<file path="src/rtl/routing_distributor_pkg.sv">
// Shared fabric definitions for the routing distributor: default lane width,
// holding-register FSM encoding and drop counter width.
package routing_distributor_pkg;

   localparam int unsigned DefDataWidth   = 32;
   localparam int unsigned DropCountWidth = 8;

   typedef enum logic {
      EMPTY = 1'b0,
      FULL  = 1'b1
   } distState_e;

endpackage

</file>
<file path="src/rtl/routing_distributor_lane_decoder.sv">
// Purely combinational lane decode: select value to one-hot lane vector plus
// an out-of-range flag.
module lane_decoder #(
   parameter int unsigned NUM_OUTPUTS = 8,
   parameter int unsigned SEL_WIDTH   = 4
) (
   input  logic [SEL_WIDTH-1:0]   sel,
   output logic [NUM_OUTPUTS-1:0] laneOneHot_c,
   output logic                   selInvalid_c
);

   localparam logic [SEL_WIDTH-1:0] NumOutSel = SEL_WIDTH'(NUM_OUTPUTS);

   always_comb begin
      laneOneHot_c = '0;
      for (int unsigned k = 0; k < NUM_OUTPUTS; k++) begin
         laneOneHot_c[k] = (sel == SEL_WIDTH'(k));
      end
      selInvalid_c = (sel >= NumOutSel);
   end

endmodule

</file>
<file path="src/rtl/routing_distributor.sv">
// One-word holding register that forwards each accepted input word to the
// configured output lane; words arriving under an invalid select are counted and dropped.
module routing_distributor
   import routing_distributor_pkg::*;
#(
   parameter int unsigned NUM_OUTPUTS       = 8,
   parameter int unsigned NUM_OUTPUTS_LOG_2 = 3,
   parameter int unsigned DATA_WIDTH        = DefDataWidth
) (
   input  logic                              clk,
   input  logic                              rst_n,
   input  logic                              cfg_we,
   input  logic [NUM_OUTPUTS_LOG_2:0]        cfg_select,
   output logic                              cfg_ready,
   input  logic                              in_valid,
   input  logic [DATA_WIDTH-1:0]             in_data,
   output logic                              in_ready,
   output logic [NUM_OUTPUTS*DATA_WIDTH-1:0] out_data,
   output logic [NUM_OUTPUTS-1:0]            out_valid,
   input  logic [NUM_OUTPUTS-1:0]            out_ready,
   output logic                              config_invalid,
   output logic [DropCountWidth-1:0]         drop_count
);

   localparam int unsigned SelW = NUM_OUTPUTS_LOG_2 + 1;

   distState_e                stateQ;
   distState_e                stateD;
   logic [SelW-1:0]           sel_q;
   logic [SelW-1:0]           selD;
   logic [NUM_OUTPUTS-1:0]    laneOneHotQ;
   logic [NUM_OUTPUTS-1:0]    laneOneHot_c;
   logic                      configInvalidQ;
   logic                      selInvalid_c;
   logic [DATA_WIDTH-1:0]     hold_q;
   logic [DropCountWidth-1:0] dropQ;
   logic                      cfgWrite_c;
   logic                      drain_c;
   logic                      accept_c;
   logic                      loadHold_c;

   assign cfg_ready  = (stateQ == EMPTY);
   assign cfgWrite_c = cfg_we & cfg_ready;
   assign selD       = cfgWrite_c ? cfg_select : sel_q;

   // Decode the next select so lane mask and invalid flag update with sel_q.
   lane_decoder #(
      .NUM_OUTPUTS (NUM_OUTPUTS),
      .SEL_WIDTH   (SelW)
   ) u_lane_decoder (
      .sel          (selD),
      .laneOneHot_c (laneOneHot_c),
      .selInvalid_c (selInvalid_c)
   );

   assign drain_c    = |(out_ready & laneOneHotQ);
   assign in_ready   = configInvalidQ | (stateQ == EMPTY) | drain_c;
   assign accept_c   = in_valid & in_ready;
   assign loadHold_c = accept_c & ~configInvalidQ;

   always_ff @(posedge clk or negedge rst_n) begin
      if (!rst_n) begin
         stateQ <= EMPTY;
      end else begin
         stateQ <= stateD;
      end
   end

   always_comb begin
      stateD = stateQ;
      case (stateQ)
         EMPTY: if (loadHold_c) stateD = FULL;
         FULL:  if (drain_c && !loadHold_c) stateD = EMPTY;
      endcase
   end

   // Select, decoded lane, holding word and saturating drop counter.
   always_ff @(posedge clk or negedge rst_n) begin
      if (!rst_n) begin
         sel_q          <= '0;
         laneOneHotQ    <= NUM_OUTPUTS'(1);
         configInvalidQ <= 1'b0;
         hold_q         <= '0;
         dropQ          <= '0;
      end else begin
         sel_q          <= selD;
         laneOneHotQ    <= laneOneHot_c;
         configInvalidQ <= selInvalid_c;
         if (loadHold_c) begin
            hold_q <= in_data;
         end
         if (accept_c && configInvalidQ && (dropQ != '1)) begin
            dropQ <= dropQ + DropCountWidth'(1);
         end
      end
   end

   always_comb begin
      out_valid = (stateQ == FULL) ? laneOneHotQ : '0;
      out_data  = '0;
      for (int unsigned k = 0; k < NUM_OUTPUTS; k++) begin
         if (out_valid[k]) begin
            out_data[k*DATA_WIDTH +: DATA_WIDTH] = hold_q;
         end
      end
   end

   assign config_invalid = configInvalidQ;
   assign drop_count     = dropQ;

endmodule

</file>
<file path="config.mk">
export PLATFORM = sky130hd
export DESIGN_NAME = routing_distributor
export DESIGN_NICKNAME = d
export VERILOG_FILES = /design/src/rtl/routing_distributor_pkg.sv /design/src/rtl/routing_distributor_lane_decoder.sv /design/src/rtl/routing_distributor.sv
export SDC_FILE = /design/constraint.sdc
export NUM_CORES = 1
export LEC_CHECK = 0
export BUFFER_PORTS_ARGS = -buffer_cell sky130_fd_sc_hd__buf_4
export CAP_MARGIN = 20
export CORE_AREA = 2 2 126 128
export DETAILED_ROUTE_END_ITERATION = 6
export DIE_AREA = 0 0 128 130
export SETUP_SLACK_MARGIN = 0.3
export SLEW_MARGIN = 20
export SYNTH_ARGS = -nofsm -noshare
export SYNTH_HDL_FRONTEND = slang
export SYNTH_HIERARCHICAL = 1
export SYNTH_SLANG_ARGS = --single-unit
</file>
<file path="constraint.sdc">
create_clock -name clk -period 3.09 [get_ports clk]
set_input_delay 0.309 -clock clk [delete_from_list [all_inputs] [get_ports clk]]
set_output_delay 0.309 -clock clk [all_outputs]
set_load 0.02 [all_outputs]
</file>
Yosys cells after proc, flatten, opt, wreduce, memory -nomap -nowiden
Cells that the tools add are included.
- add/subtract/negate cells: 1
- multipliers: 0
- divide/modulo/power cells: 0
- order comparisons: 1
- equality and inequality tests: 8
- shifts and indexed selects: 0
- mux-type cells: 13
- bitwise operators: 8
- reductions and logical operators: 6
- operator list (cell ; count):
    two-way mux 32 bit ; 8
    == test 4 x 3 -> 1 bit (second input constant) ; 4
    adder 8 x 1 -> 8 bit (second input constant) ; 1
    bitwise AND 8 bit ; 1
    == test 4 x 2 -> 1 bit (second input constant) ; 2
    two-way mux 8 bit ; 1
    inequality test 8 bit (second input constant) ; 1
    OR reduction 8 bit ; 1
    == test 4 x 1 -> 1 bit (second input constant) ; 1
    >= comparator 4 bit (second input constant) ; 1
    zero test 4 bit ; 1
    two-way mux 4 bit ; 1
    bitwise AND 1 bit ; 3
    logical AND 1 bit ; 3
    two-way mux 1 bit ; 2
    inverter 1 bit ; 2
    bitwise OR 1 bit ; 2
    case mux 1 bit (2 select lines) ; 1
    zero test 1 bit ; 1
- register bits after elaboration: 54
- bits in latches: 0
- bits in writable memories: 0
- ROM bits: 0
- input bits: 48
- logic and storage cells: 43
- memories kept: 0

Longest topological paths before layout
- depth in word-level cells: 9
- mapped depth: 5
- mapped depth without buffers: 5

Cells and area by module
Netlist, hierarchy kept.
- modules (own cells, without submodules) (module ; instances ; cells an instance ; area an instance (um^2) ; sequential area each (um^2)):
    routing_distributor ; 1 ; 450 ; 3910.0 ; 1352.5
    lane_decoder ; 1 ; 9 ; 85.1 ; 0.0

Worst setup path after synthesis
OpenSTA, ideal clock, no wires.
- path kind: reg2reg
- start: reg laneOneHotQ[6]
- end: reg hold_q[10]
- setup time: 125 ps
- data arrival time: 1527 ps
- required time: 2965 ps
- setup slack: 1438 ps
- cell stages (with the launch flop): 6
- clock period less this slack: 1652 ps
- cells stage by stage: dfrtp_1 > a222oi_1 > nand2_1 > o21bai_4 > buf_6 > mux2_2
- cells in the longest elaborated chain, start to end: 5
- RTL lines (item ; RTL line ; source):
    start, declared ; routing_distributor.sv:31 ; logic [NUM_OUTPUTS-1:0] laneOneHotQ;
    start signal, assigned ; routing_distributor.sv:87 ; laneOneHotQ <= laneOneHot_c;
    bitwise AND 8 bit ; routing_distributor.sv:56 ; assign drain_c = |(out_ready & laneOneHotQ);
    OR reduction 8 bit ; routing_distributor.sv:56 ;
    bitwise OR 1 bit ; routing_distributor.sv:57 ; assign in_ready = configInvalidQ | (stateQ == EMPTY) | drain_c;
    bitwise AND 1 bit ; routing_distributor.sv:58 ; assign accept_c = in_valid & in_ready;
    bitwise AND 1 bit ; routing_distributor.sv:59 ; assign loadHold_c = accept_c & ~configInvalidQ;
    end signal, assigned ; routing_distributor.sv:90 ; hold_q <= in_data;
    end, declared ; routing_distributor.sv:35 ; logic [DATA_WIDTH-1:0] hold_q;
Every way passes these cells.
A chain may end at the register's enable or synchronous reset.

Worst setup path in the final report
- start: reg stateQ
- end: out out_data[86]
- cells in the longest elaborated chain, start to end: 2
- RTL lines (item ; RTL line ; source):
    start, declared ; routing_distributor.sv:27 ; distState_e stateQ;
    start signal, assigned ; routing_distributor.sv:65 ; stateQ <= stateD;
    two-way mux 8 bit ; routing_distributor.sv:99 ; out_valid = (stateQ == FULL) ? laneOneHotQ : '0;
    two-way mux 32 bit ; routing_distributor.sv:102 ; if (out_valid[k]) begin
    end, declared ; routing_distributor.sv:18 ; output logic [NUM_OUTPUTS*DATA_WIDTH-1:0] out_data,
Every way passes these cells.

==> impl_metrics.env <==
export IMPL_status="finished, final reports clean"
export IMPL_syn_inst=459
export IMPL_cts_hold_buf=0
export IMPL_yosysWarnings=6
export IMPL_first_pass_iters=4
export IMPL_endpoint="out_data[86]"
export IMPL_cts_buffers=5
export IMPL_p_int_uw=2660
export IMPL_cp_arrival_ns=2.00
export IMPL_mostFrequentLayoutCells="332 x buf_4, 258 x and3_1, 52 x dfrtp_1"
export IMPL_drt_initial_drc_count=314
export IMPL_cp_required_ns=2.78
export IMPL_die_height_um=130
export IMPL_switchingPower_uw=2760
export IMPL_track_usage_pct=19.5
export IMPL_timing_rr_end="hold_q[18]"
export IMPL_final_antenna_net_count=0
export IMPL_cts_buffer_depth=2
export IMPL_clockPowerShare_pct=10.7
export IMPL_htreeDepth=2
export IMPL_fin_nets=791
export IMPL_fp_row_count=46
export IMPL_max_freq_mhz=433
export IMPL_syn_area_um2=4000
export IMPL_drv_cap=0
export IMPL_grt_antenna_before_repair=0
export IMPL_endpoint_kind="output pin"
export IMPL_final_util_pct=43.2
export IMPL_worstHoldPathType="in -> async"
export IMPL_fin_total_pwr_uw=5420
export IMPL_synth_seq_cells=54
export IMPL_insertedDiodeCount=0
export IMPL_fin_crit_sh_pct=74.7
export IMPL_cts_tree="done"
export IMPL_hold_ws_ns=0.0566
export IMPL_setup_viol=0
export IMPL_grt_pass1_wl_mm=25.3
export IMPL_maxSlewHeadroom_pct=53.2
export IMPL_die_width_um=128
export IMPL_drc_errors=0
export IMPL_grt_max_degree=127
export IMPL_postSynthAreaPerCell_um2=8.70
export IMPL_drv_slew=0
export IMPL_slowest_stage="dfrtp_4"
export IMPL_clock_root_buffer="clkbuf_16"
export IMPL_p_leak_uw=0.00434
export IMPL_fin_skew_ns=0.00855
export IMPL_ys_seq_area_share_pct=33.9
export IMPL_drive_above_1_share_pct=51.7
export IMPL_fin_setup_tns_ns=0
export IMPL_drt_total_wl_mm=17.8
export IMPL_gp_congestion=0.808
export IMPL_pwr_share_comb_pct=57.5
export IMPL_r2r_slack_ns=1.11
export IMPL_critPathMaxStageDelay_ns=0.63
export IMPL_crit_chain="buf_4, and3_1, buf_4"
export IMPL_initial_core_util_pct=25.9
export IMPL_area_growth_pct=66.9
export IMPL_powerDensity_nw_per_um2=813
export IMPL_rsz0062_at_grt="no"
export IMPL_pin_count=323
export IMPL_gr_total_overflow=0
export IMPL_synthTopCellsByArea="and3_1 40%, dfrtp_1 33%, mux2_2 10%, clkbuf_1 5.1%, and2_1 1.4%"
export IMPL_die_area_um2=16600
export IMPL_r2r_cells=4
export IMPL_swShare_pct=51.0
export IMPL_hold_viol=0
export IMPL_netlist_area_leader_share_pct=40.4
export IMPL_tightest_slew_ns=0.702
export IMPL_rr_startpoint="stateQ"
export IMPL_avgRoutedWirePerCell_um=19.1
export IMPL_synth_fp_nets=508
export IMPL_crit_top_cell="buf_4"
export IMPL_vias=4746
export IMPL_cts_sinks=54
export IMPL_final_common_cell="buf_4"
export IMPL_crit_type="reg -> out"
export IMPL_grt_pass1_vias=4117
export IMPL_peakVddDrop_mv=0.639
export IMPL_cp_max_fo=100
export IMPL_cts_setup_buffers=0
export IMPL_placed_area_um2=6520
export IMPL_via_per_inst=5.08
export IMPL_design_core_area_um2=15400
export IMPL_yosysTopAreaCell="and3_1"
export IMPL_io_buffers=322
export IMPL_fin_area_um2=6670
export IMPL_start_kind="flop"
export IMPL_hpwl_mm=12.1
export IMPL_pwr_share_seq_pct=31.7
export IMPL_fin_crit_ns=2.31
export IMPL_worstSkewPairLatency_ns=0.30
export IMPL_yosysUniqueCellTypes=30
export IMPL_ctsResizeCount=0
export IMPL_startpoint="stateQ"
export IMPL_clkTransAtPathRegs_ns=0.08
[power groups by stage]
stage	combinational (uW)	sequential, uW	clock (uW)
floorplan	1980	1420	0
global placement	3050	1690	0
detailed placement	3120	1730	0
CTS	3130	1720	613
global route	3330	1800	643
finish	3120	1720	583
[sequential cells by signal (all words and copies together), names as in the netlist]
signal,flops
hold_q,32
drop_count,8
laneOneHotQ,8
sel_q,4
config_invalid,1
stateQ,1
[cells in the mapped netlist]
cell type and number:
o21ai_0 1, nor4b_1 3, nand3_1 5, a41oi_1 1, nand2_1 6, mux2i_1 1, mux2_2 36, a22oi_1 2
dfstp_2 1, nand4_1 4, or3_1 1, mux2_1 2, nand2b_1 1, inv_1 2, a21oi_1 2, nor4_1 1
and4bb_2 3, and2_1 9, and4b_2 1, a222oi_1 1, buf_6 3, ha_1 1, clkbuf_1 54, dfrtp_1 53
xnor2_1 3, o21a_1 1, nor2_1 1, o21bai_4 1, nor2b_1 1, and3_1 258
[logic make-up (layout without fill, tap and decap cells)]
kind of cell | after synthesis | after routing | share of synthesized area, %
adders and majority gates | 1 | 1 | 0.313
DFF | 54 | 54 | 33.9
buffers and inverters | 59 | 343 | 6.11
xor gates and xnor gates | 3 | 3 | 0.658
muxes | 39 | 39 | 11.0
and+or+nand+nor | 294 | 294 | 46.2
AOI/OAI and AO/OA | 9 | 9 | 1.88
[worst min path at each step]
stage               slack [ns]              to
detailed placement        0.41      hold_q[13]
global placement          0.40      hold_q[15]
finish                    0.06      hold_q[18]
global route              0.12      hold_q[13]
floorplan                 0.01  config_invalid
CTS                       0.09      hold_q[18]
[layout make-up]
cell class              instances  area, um^2
flip-flops and latches         54        1360
multi-input cells             346        2400
fillers                      1528        8760
inverters                       2        7.51
repair buffers                333        2510
well taps                     192         240
clock inverters                 3        26.3
clock buffers                   5         125
[worst max-delay path: cells and delay by family (launching register included)]
| family | cells | cell delay, ns |
|---|---|---|
| buf+inv | 2 | 0.75 |
| flops | 1 | 0.63 |
| simple gates | 1 | 0.27 |
[routing by layer]
metal	vias up	wire length, um	global-route usage [%]
li1	2244	-	-
met5	-	0	0
met4	0	166	3.36
met3	15	1360	3.24
met2	214	8950	33.8
met1	2273	7340	26.0
[metrics by stage]
step | setup WS, ns | cells
after detailed placement | 1.08 | 927
after floorplan | 1.44 | 459
after CTS | 0.815 | 935
final | 0.781 | 935
after global placement | 1.10 | 927
after global routing | 0.619 | 935
(Power assumes the default switching activity.)
